**src/rtl/gate_quiz_controller.sv**
```systemverilog
// gate_quiz_controller
//   Logic-gate quiz game. A random unsolved gate is put under test, the
//   player probes it with the two gate keys, steps a one-hot selection to the
//   gate they believe it is and confirms. Wrong guesses cost a miss and a
//   short display blankout; the game ends on all gates solved, too many
//   misses, or the game timer running out.
//
// Ports
//   clk, reset         system clock, synchronous active-high reset
//   in1, in2           gate inputs a/b (active-low keys)
//   switch_select      active-low key, rotates the player's selection
//   confirm_select     active-low key, starts the game / confirms selection
//   outwire            output of the gate under test (0 when none active)
//   selected_gate      one-hot player selection
//   current_gate       one-hot gate under test, zero when none active
//   completed_gate     one bit per solved gate
//   timer_en           game in progress (PICK, PLAY or BLANK)
//   vga_blankout       high during the post-miss blankout
//   miss_count         misses so far
//   game_won/game_lost sticky end-of-game flags, cleared by confirm in DONE

module gate_quiz_controller #(
    parameter int          NUM_GATES    = 9,
    parameter int          TIME_LIMIT   = 1500000000,
    parameter int          BLANK_CYCLES = 25000000,
    parameter int          MAX_MISSES   = 3,
    parameter logic [15:0] LFSR_SEED    = 16'hACE1
) (
    input  logic                 clk,
    input  logic                 reset,
    input  logic                 in1,
    input  logic                 in2,
    input  logic                 switch_select,
    input  logic                 confirm_select,
    output logic                 outwire,
    output logic [NUM_GATES-1:0] selected_gate,
    output logic [NUM_GATES-1:0] current_gate,
    output logic [NUM_GATES-1:0] completed_gate,
    output logic                 timer_en,
    output logic                 vga_blankout,
    output logic [3:0]           miss_count,
    output logic                 game_won,
    output logic                 game_lost
);

    localparam int TW = (TIME_LIMIT > 1) ? $clog2(TIME_LIMIT) : 1;
    localparam int BW = (BLANK_CYCLES > 1) ? $clog2(BLANK_CYCLES) : 1;

    // Elaboration-time parameter legality
    if (NUM_GATES < 2 || NUM_GATES > 9) begin : g_bad_num_gates
        $error("NUM_GATES must be in 2..9");
    end
    if (MAX_MISSES < 1 || MAX_MISSES > 15) begin : g_bad_max_misses
        $error("MAX_MISSES must be in 1..15");
    end
    if (TIME_LIMIT < 1 || BLANK_CYCLES < 1 || LFSR_SEED == 16'h0000) begin : g_bad_misc
        $error("TIME_LIMIT and BLANK_CYCLES must be >= 1, LFSR_SEED non-zero");
    end

    typedef enum logic [2:0] {IDLE, PICK, PLAY, BLANK, DONE} state_t;

    // ------------------------------------------------------------------
    // Key synchronisers and edge detect. Bit order {confirm, switch, in2, in1}.
    // ------------------------------------------------------------------
    logic [3:0] sync1, sync2;
    logic       sw_d, cf_d, b_prev;
    logic       a, b, sw_pulse, cf_pulse;

    always_ff @(posedge clk) begin
        if (reset) begin
            sync1  <= '1;
            sync2  <= '1;
            sw_d   <= 1'b1;
            cf_d   <= 1'b1;
            b_prev <= 1'b0;
        end else begin
            sync1  <= {confirm_select, switch_select, in2, in1};
            sync2  <= sync1;
            sw_d   <= sync2[2];
            cf_d   <= sync2[3];
            b_prev <= b;
        end
    end

    assign a        = ~sync2[0];
    assign b        = ~sync2[1];
    // Pulse on the cycle the synchronised key is first seen low; the FSM acts
    // on it at the next edge, i.e. the third edge after the key went low.
    assign sw_pulse = sw_d & ~sync2[2];
    assign cf_pulse = cf_d & ~sync2[3];

    // ------------------------------------------------------------------
    // LFSR, free-running, taps 16,14,13,11
    // ------------------------------------------------------------------
    logic [15:0] lfsr;

    always_ff @(posedge clk) begin
        if (reset) lfsr <= LFSR_SEED;
        else       lfsr <= {lfsr[14:0], lfsr[15] ^ lfsr[13] ^ lfsr[12] ^ lfsr[10]};
    end

    // ------------------------------------------------------------------
    // Game FSM
    // ------------------------------------------------------------------
    state_t               state;
    logic [3:0]           idx;
    logic                 pick_load;   // first PICK cycle loads the random candidate
    logic [TW-1:0]        timer;
    logic [BW-1:0]        blank_cnt;
    logic [NUM_GATES-1:0] idx_oh;
    logic                 idx_done;
    logic                 gate_clr;

    assign idx_oh   = NUM_GATES'(1) << idx;
    assign idx_done = |(completed_gate & idx_oh);
    // Same condition as the PICK->PLAY transition below
    assign gate_clr = (state == PICK) && !pick_load && (timer != '0) && !idx_done;

    always_ff @(posedge clk) begin
        if (reset) begin
            state          <= IDLE;
            idx            <= '0;
            pick_load      <= 1'b0;
            timer          <= '0;
            blank_cnt      <= '0;
            selected_gate  <= NUM_GATES'(1);
            current_gate   <= '0;
            completed_gate <= '0;
            timer_en       <= 1'b0;
            vga_blankout   <= 1'b0;
            miss_count     <= '0;
            game_won       <= 1'b0;
            game_lost      <= 1'b0;
        end else begin
            case (state)
                IDLE: begin
                    if (cf_pulse) begin
                        completed_gate <= '0;
                        miss_count     <= '0;
                        current_gate   <= '0;
                        timer          <= TW'(TIME_LIMIT - 1);
                        timer_en       <= 1'b1;
                        pick_load      <= 1'b1;
                        state          <= PICK;
                    end
                end

                PICK, PLAY, BLANK: begin
                    if (timer == '0) begin
                        // Timeout outranks any key event in the same cycle
                        game_lost    <= 1'b1;
                        timer_en     <= 1'b0;
                        vga_blankout <= 1'b0;
                        state        <= DONE;
                    end else begin
                        timer <= timer - TW'(1);
                        if (state == PICK) begin
                            if (pick_load) begin
                                idx       <= 4'(lfsr % 16'(NUM_GATES));
                                pick_load <= 1'b0;
                            end else if (idx_done) begin
                                idx <= (idx == 4'(NUM_GATES - 1)) ? 4'd0 : idx + 4'd1;
                            end else begin
                                current_gate <= idx_oh;
                                state        <= PLAY;
                            end
                        end else if (state == PLAY) begin
                            if (cf_pulse) begin
                                if (selected_gate == current_gate) begin
                                    completed_gate <= completed_gate | current_gate;
                                    if ((completed_gate | current_gate) == {NUM_GATES{1'b1}}) begin
                                        game_won <= 1'b1;
                                        timer_en <= 1'b0;
                                        state    <= DONE;
                                    end else begin
                                        current_gate <= '0;
                                        pick_load    <= 1'b1;
                                        state        <= PICK;
                                    end
                                end else begin
                                    miss_count <= miss_count + 4'd1;
                                    if ((miss_count + 4'd1) == 4'(MAX_MISSES)) begin
                                        game_lost <= 1'b1;
                                        timer_en  <= 1'b0;
                                        state     <= DONE;
                                    end else begin
                                        blank_cnt    <= BW'(BLANK_CYCLES - 1);
                                        vga_blankout <= 1'b1;
                                        state        <= BLANK;
                                    end
                                end
                            end else if (sw_pulse) begin
                                selected_gate <= {selected_gate[NUM_GATES-2:0],
                                                  selected_gate[NUM_GATES-1]};
                            end
                        end else begin
                            // BLANK: keys are ignored
                            if (blank_cnt == '0) begin
                                vga_blankout <= 1'b0;
                                state        <= PLAY;
                            end else begin
                                blank_cnt <= blank_cnt - BW'(1);
                            end
                        end
                    end
                end

                DONE: begin
                    if (cf_pulse) begin
                        game_won     <= 1'b0;
                        game_lost    <= 1'b0;
                        current_gate <= '0;
                        state        <= IDLE;
                    end
                end

                default: state <= IDLE;
            endcase
        end
    end

    // ------------------------------------------------------------------
    // Gate models. Stateful gates clear whenever a new gate goes live.
    // ------------------------------------------------------------------
    logic sr_q, t_q, d_q;

    always_ff @(posedge clk) begin
        if (reset || gate_clr) begin
            sr_q <= 1'b0;
            t_q  <= 1'b0;
            d_q  <= 1'b0;
        end else begin
            if (b)      sr_q <= 1'b0;   // reset dominates set
            else if (a) sr_q <= 1'b1;
            if (a && b && !b_prev) t_q <= ~t_q;
            if (b) d_q <= a;
        end
    end

    logic [8:0] gate_out;

    always_comb begin
        gate_out    = '0;
        gate_out[0] = a & b;
        gate_out[1] = a | b;
        gate_out[2] = ~(a & b);
        gate_out[3] = ~(a | b);
        gate_out[4] = a ^ b;
        gate_out[5] = ~(a ^ b);
        gate_out[6] = sr_q;
        gate_out[7] = t_q;
        gate_out[8] = d_q;
    end

    // One-hot mask gives 0 automatically when no gate is live
    assign outwire = |(gate_out[NUM_GATES-1:0] & current_gate);

endmodule
```
**config.mk**
```make
export PLATFORM = sky130hd
export DESIGN_NAME = gate_quiz_controller
export DESIGN_NICKNAME = d
export VERILOG_FILES = /design/src/rtl/gate_quiz_controller.sv
export SDC_FILE = /design/constraint.sdc
export NUM_CORES = 1
export LEC_CHECK = 0
export CORE_MARGIN = 1
export CORE_UTILIZATION = 55
export CTS_BUF_LIST = sky130_fd_sc_hd__clkbuf_8
export DETAILED_ROUTE_END_ITERATION = 10
export GPL_TIMING_DRIVEN = 0
export HOLD_SLACK_MARGIN = 0.1
export PLACE_DENSITY_LB_ADDON = 0.3
export SETUP_SLACK_MARGIN = 0.2
export SLEW_MARGIN = 20
export SYNTH_ARGS = -nofsm -noshare
export SYNTH_HDL_FRONTEND = slang
export SYNTH_SLANG_ARGS = --single-unit
```
**constraint.sdc**
```tcl
create_clock -name clk -period 7.61 [get_ports clk]
set_input_delay 2.283 -clock clk [delete_from_list [all_inputs] [get_ports clk]]
set_output_delay 2.283 -clock clk [all_outputs]
set_load 0.01 [all_outputs]
```
==> impl_metrics.toml, run 1 <==
[die]
dieArea_sq_um = 14200
io_pins = 42
fp-row-count = 42
fp.dieH_microns = 119
start_util_pct = 56.7
coreArea_sq_um = 13300
die_w_microns = 119

[yosys]
yosys_warnings = 0
syn_nets = 958
ys_top_cells_by_count = "145 x nor2_1, 129 x dfxtp_1, 84 x a21oi_1"
synth_cells = 935
synth-edff-count = 0
synth_cell_type_count = 102
ys_seq_area_share_pct = 34.1
synth-seq-cells = 129
syn_area_per_cell_sq_um = 8.10
synth.most_common_cell = "nor2_1"
synth_top_flop_cell = "dfxtp_1"
synthArstFlopShare_pct = 0
synthTopCellsByArea = "dfxtp_1 34%, nor2_1 7.2%, a21oi_1 5.6%, xnor2_1 4.6%, ha_1 2.8%"
syn_area_sq_um = 7570
netlist.top_cell.by_area = "dfxtp_1"
synth_top_cell_area_share_pct = 34.1

[worst_setup_path]
rrSetupSlack_ps = 620
reg2reg_depth = 31
cp-startpoint = "lfsr[13]"
cp_slowest_cell = "or4b_1"
end_kind = "register"
start_kind = "register"
cp.depth = 31
cp_common_cell = "buf_6"
cp.buffers_inverters = 3
crit_type = "reg -> reg"
critPathCapture = "idx[0]"
critPathArrivalTime_ps = 7330
rr_endpoint = "idx[0]"
critPathTopFamily = "compound AO/OA/AOI/OAI gates"
cp.required_ps = 7950
r2r_start = "lfsr[13]"
path_max_fanout = 10
critical_path.max_stage_delay_ps = 530

[sta]
fin_crit_sh_pct = 91.8
max-slew-margin-rel_pct = 20.7
fmax_mhz = 143
hold_viol = 0
setup_viol = 0
setup_slack_ps = 623
rsz0062_at_grt = "false"
finalCriticalPeriod_ps = 6990
finalMaxSlewViolations = 0
tightestPinTransition_ps = 1180
clock-skew-final_ps = 13.2
tns_ps = 0

[layout]
diodes = 0
syn2layout_area_growth_pct = 15.1
fill_cells = 1157
drive_gt1_share_pct = 11.3
seq_area_sq_um = 2580
instances_no_fill = 1187
multi_input_area_sq_um = 4740
fin_nets = 1021

[placement]
dp_hpwl_microns = 13100
post-place-ws_ps = 330
place_inst = 1153
io_buffers = 41
finalWeightedCongestion = 0.944

[route]
firstDrtPassIters = 5
wl_microns = 18200
via_count = 7076
drt-initial-drc-count = 490
drtAntennaViolNets = 0
wire_per_inst_microns = 15.4
drc = 0
vias_per_cell = 5.96

[grt]
grtUsageTotal_pct = 25.9
grt_max_degree = 17
grt_pass1_vias = 6449
antenna_found_initial = 0
overflow = 0
grt_pass1_wl_microns = 30200

[clock_network]
cts-buffers-inserted = 17
cts_tree = "yes"
htreeDepth = 4
cts.clk_slew.worst_paths_ps = 80
cts.sinks = 129
hold_buffers = 0
cts-root-buf = "clkbuf_8"
ctsLongestPathBuffers = 2
worstSkewPairLatency_ps = 450

[run]
maxCapViolCount = 0

[min_path]
hold_path_class = "reg -> reg"

[power]
p_leak_uw = 0.00320
power.density_nw_per_um2 = 358
irDropWorstVdd_mv = 0.278

[run_status]
run_status = "complete, no violations"
routing by layer:
metal | vias up | routed length, microns | share of wire (%) | GRT usage (%)
li1 | 3521 | - | - | -
met1 | 3337 | 8540 | 47 | 34.2
met2 | 183 | 8430 | 46 | 41.5
met3 | 35 | 866 | 4.7 | 5.22
met4 | 0 | 405 | 2.2 | 9.61
met5 | - | 0 | 0 | 0
cells in the final DEF (no fill, tap or decap), types with 18 or more instances in the layout:
master / n
dfxtp_1: 128
nor2_1: 144
a21oi_1: 83
o21ai_0: 21
or2_2: 24
nand3_1: 27
clkbuf_8: 18
nand2_1: 54
clkdlybuf4s50_1: 41
nor3_1: 29
clkbuf_1: 31
inv_1: 26
xnor2_1: 39
metrics by stage:
step           area [sq um]  util, %  hold WS [ps]  total power, uW
4_1_cts                8640     64.7           420             3060
3_3_place_gp           8200     61.4           392             2400
5_1_grt                8710     65.3           430             3350
6_report               8710     65.3           414             3120
2_1_floorplan          7570        -           389             2130
3_5_place_dp           8210     61.5           398             2420
cell type report:
| type | instances | area share [%] |
|---|---|---|
| buffer | 44 | 2.31 |
| sequential | 129 | 29.7 |
| clock buffer | 18 | 2.84 |
| multi-input combinational | 734 | 54.4 |
| tap | 176 | 2.53 |
| timing repair buffer | 44 | 4.97 |
| inverter | 28 | 1.21 |
| clock inverter | 14 | 2.04 |
how the worst min path moves through the flow:
| stage | startpoint | end | cells past startpoint |
|---|---|---|---|
| 2_1_floorplan | sync1[0] | sync2[0] | 1 |
| 3_3_place_gp | sync1[1] | sync2[1] | 1 |
| 3_5_place_dp | sync1[0] | sync2[0] | 1 |
| 4_1_cts | sync1[3] | sync2[3] | 1 |
| 5_1_grt | sync1[3] | sync2[3] | 1 |
| 6_report | sync1[3] | sync2[3] | 1 |
flip-flops by register name, summed over array words and instances, names as in the netlist, 3 cells and up:
register / flops
blank_cnt: 25
completed_gate: 9
current_gate: 9
idx: 4
lfsr: 16
miss_count: 4
selected_gate: 9
state: 3
sync1: 4
sync2: 4
timer: 31
power breakdown:
group | total (uW) | switching (uW) | internal (uW)
logic | 1600 | 956 | 643
clock network | 624 | 287 | 337
registers | 892 | 98.5 | 794
total | 3120 | 1340 | 1770
timing repair:
action | in CTS | in global routing
resized for setup | 0 | 12
buffers inserted | 0 | 2
setup endpoints to repair | 0 | 4
kinds of logic (layout without fill, tap and decap cells):
logic type | count (synthesis) | count (layout) | synth area share [%]
buffers and inverters | 72 | 148 | 4.05
muxes | 20 | 20 | 2.78
adders and majority gates | 17 | 17 | 2.81
and+or+nand+nor | 394 | 394 | 26.5
DFF | 129 | 129 | 34.1
xor gates and xnor gates | 55 | 55 | 6.71
AOI/OAI and AO/OA | 248 | 248 | 23.0
(Power assumes the default switching activity.)
==> run 2: changes to the inputs <==
--- a/config.mk
+++ b/config.mk
@@ -12,6 +12,7 @@
 export GPL_TIMING_DRIVEN = 0
 export HOLD_SLACK_MARGIN = 0.1
 export PLACE_DENSITY_LB_ADDON = 0.3
+export RECOVER_POWER = 25
 export SETUP_SLACK_MARGIN = 0.2
 export SLEW_MARGIN = 20
 export SYNTH_ARGS = -nofsm -noshare
==> run 2 against run 1 <==
  * Utilization unchanged
  * Sequential share of layout area unchanged
  * Fmax barely moved
  * Highest routed layer unchanged
  * Critical path type unchanged
  * Critical endpoint unchanged
==> impl_metrics.toml, run 2 (synthesis gave the netlist of run 1 again) <==
[run_status]
run_status = "complete, no violations"

[clock_network]
cts.sinks = 129
ctsLongestPathBuffers = 2
cts-buffers-inserted = 17
hold_buffers = 0
cts-root-buf = "clkbuf_8"
cts.clk_slew.worst_paths_ps = 80
worstSkewPairLatency_ps = 450
htreeDepth = 4
cts_tree = "yes"

[route]
drc = 0
wl_microns = 18200
drtAntennaViolNets = 0
via_count = 7091
wire_per_inst_microns = 15.3
drt-initial-drc-count = 518
firstDrtPassIters = 8
vias_per_cell = 5.97

[sta]
setup_viol = 0
finalMaxSlewViolations = 0
fmax_mhz = 143
hold_ws_ps = 414
setup_slack_ps = 627
finalCriticalPeriod_ps = 6980
max-slew-margin-rel_pct = 24.9
tightestPinTransition_ps = 1120
rsz0062_at_grt = "false"
fin_crit_sh_pct = 91.8
hold_viol = 0
clock-skew-final_ps = 14.0
tns_ps = 0

[power]
clock_power_share_pct = 20.1
power.switching_uw = 1340
p_leak_uw = 0.00326
switching_share_pct = 43.0
irDropWorstVdd_mv = 0.278
p_comb_share_pct = 51.3
power.density_nw_per_um2 = 357
intPower_uw = 1770
seqPwrFrac_pct = 28.7

[worst_setup_path]
path_max_fanout = 10
critical_path.max_stage_delay_ps = 530
cp_slowest_cell = "or4b_1"
start_kind = "register"
cp.required_ps = 7950
critPathArrivalTime_ps = 7330
crit_type = "reg -> reg"
end_kind = "register"
cp_common_cell = "buf_6"

[layout]
largest_reg_flops = 31
syn2layout_area_growth_pct = 15.1
largest_register = "timer"
reg_top3 = "timer x31, blank_cnt x25, lfsr x16"
layout_commonest_cell = "nor2_1"
fin_nets = 1021
drive_gt1_share_pct = 11.3
final_cell_mix = "144 x nor2_1, 128 x dfxtp_1, 83 x a21oi_1, 54 x nand2_1, 39 x xnor2_1"
diodes = 0
fill_cells = 1157

[run]
maxCapViolCount = 0

[die]
fp-row-count = 42
die_w_microns = 119
dieArea_sq_um = 14200
coreArea_sq_um = 13300
io_pins = 42
fp.dieH_microns = 119
start_util_pct = 56.7

[grt]
grt_max_degree = 17
overflow = 0
grtUsageTotal_pct = 25.9
antenna_found_initial = 0
grt_pass1_wl_microns = 30200
grt_pass1_vias = 6449

[placement]
dp_hpwl_microns = 13100
io_buffers = 41
finalWeightedCongestion = 0.944
post-place-ws_ps = 330

[min_path]
hold_path_class = "reg -> reg"
## run 2: cell count changes in the layout (fill, tap and decap cells not counted), sizes merged
| cell | change |
|---|---|
| dlygate4sd3 | +19 |
| clkdlybuf4s50 | -19 |
## run 2: final timing paths
check	from	cells after the start	slack (ps)	to
worst max-delay path	lfsr[13]	31	630	idx[0]
worst min-delay path	sync1[3]	1	410	sync2[3]
worst max register to register	lfsr[13]	31	630	idx[0]
worst min register to register	sync1[3]	1	410	sync2[3]
## run 2: area by class of cell
cell class / count / area, sq um / share of cell area [%]
Clock buffer: 18 / 248 / 2.84
Inverter: 28 / 105 / 1.21
Sequential cell: 129 / 2580 / 29.7
Clock inverter: 14 / 178 / 2.04
Tap cell: 176 / 220 / 2.53
Multi-Input combinational cell: 734 / 4740 / 54.4
Buffer: 44 / 201 / 2.31
Timing Repair Buffer: 44 / 433 / 4.97
## run 2: per-stage QoR
step                cell area [sq um]  total power (uW)  cells  utilization (%)
CTS                              8640              3060   1185             64.7
global placement                 8200              2400   1152             61.4
global route                     8710              3350   1187             65.3
detailed placement               8210              2420   1153             61.5
finish                           8710              3110   1187             65.3
floorplan                        7570              2130    935                -
## run 2: power groups by stage
stage	clock [uW]	combinational (uW)	sequential [uW]
after floorplan	0	1250	885
after global placement	0	1500	900
after detailed placement	0	1520	905
after CTS	633	1530	890
after global routing	667	1770	909
final	625	1590	892
## run 2: worst max-delay path: cells and delay by family (launching register included)
kind | cells | cell delay, ps
AO/OA/AOI/OAI | 14 | 2850
AND/OR/NAND/NOR | 8 | 1590
multiplexers | 2 | 700
adder cells (fa/ha/maj) | 2 | 480
buffers and inverters | 3 | 440
XOR/XNOR | 2 | 410
flip-flops | 1 | 410
## run 2: metal layers
metal,vias to the layer above,share of wire (%),global-route usage (%)
met5,-,0,0
met4,0,2.0,9.61
met3,34,5.7,5.22
met2,205,46,41.5
met1,3326,46,34.2
li1,3526,-,-
## run 2: timing repair
action                     CTS  global route
setup endpoints to repair    0             4
buffers inserted             0             2
resized for setup            0            12
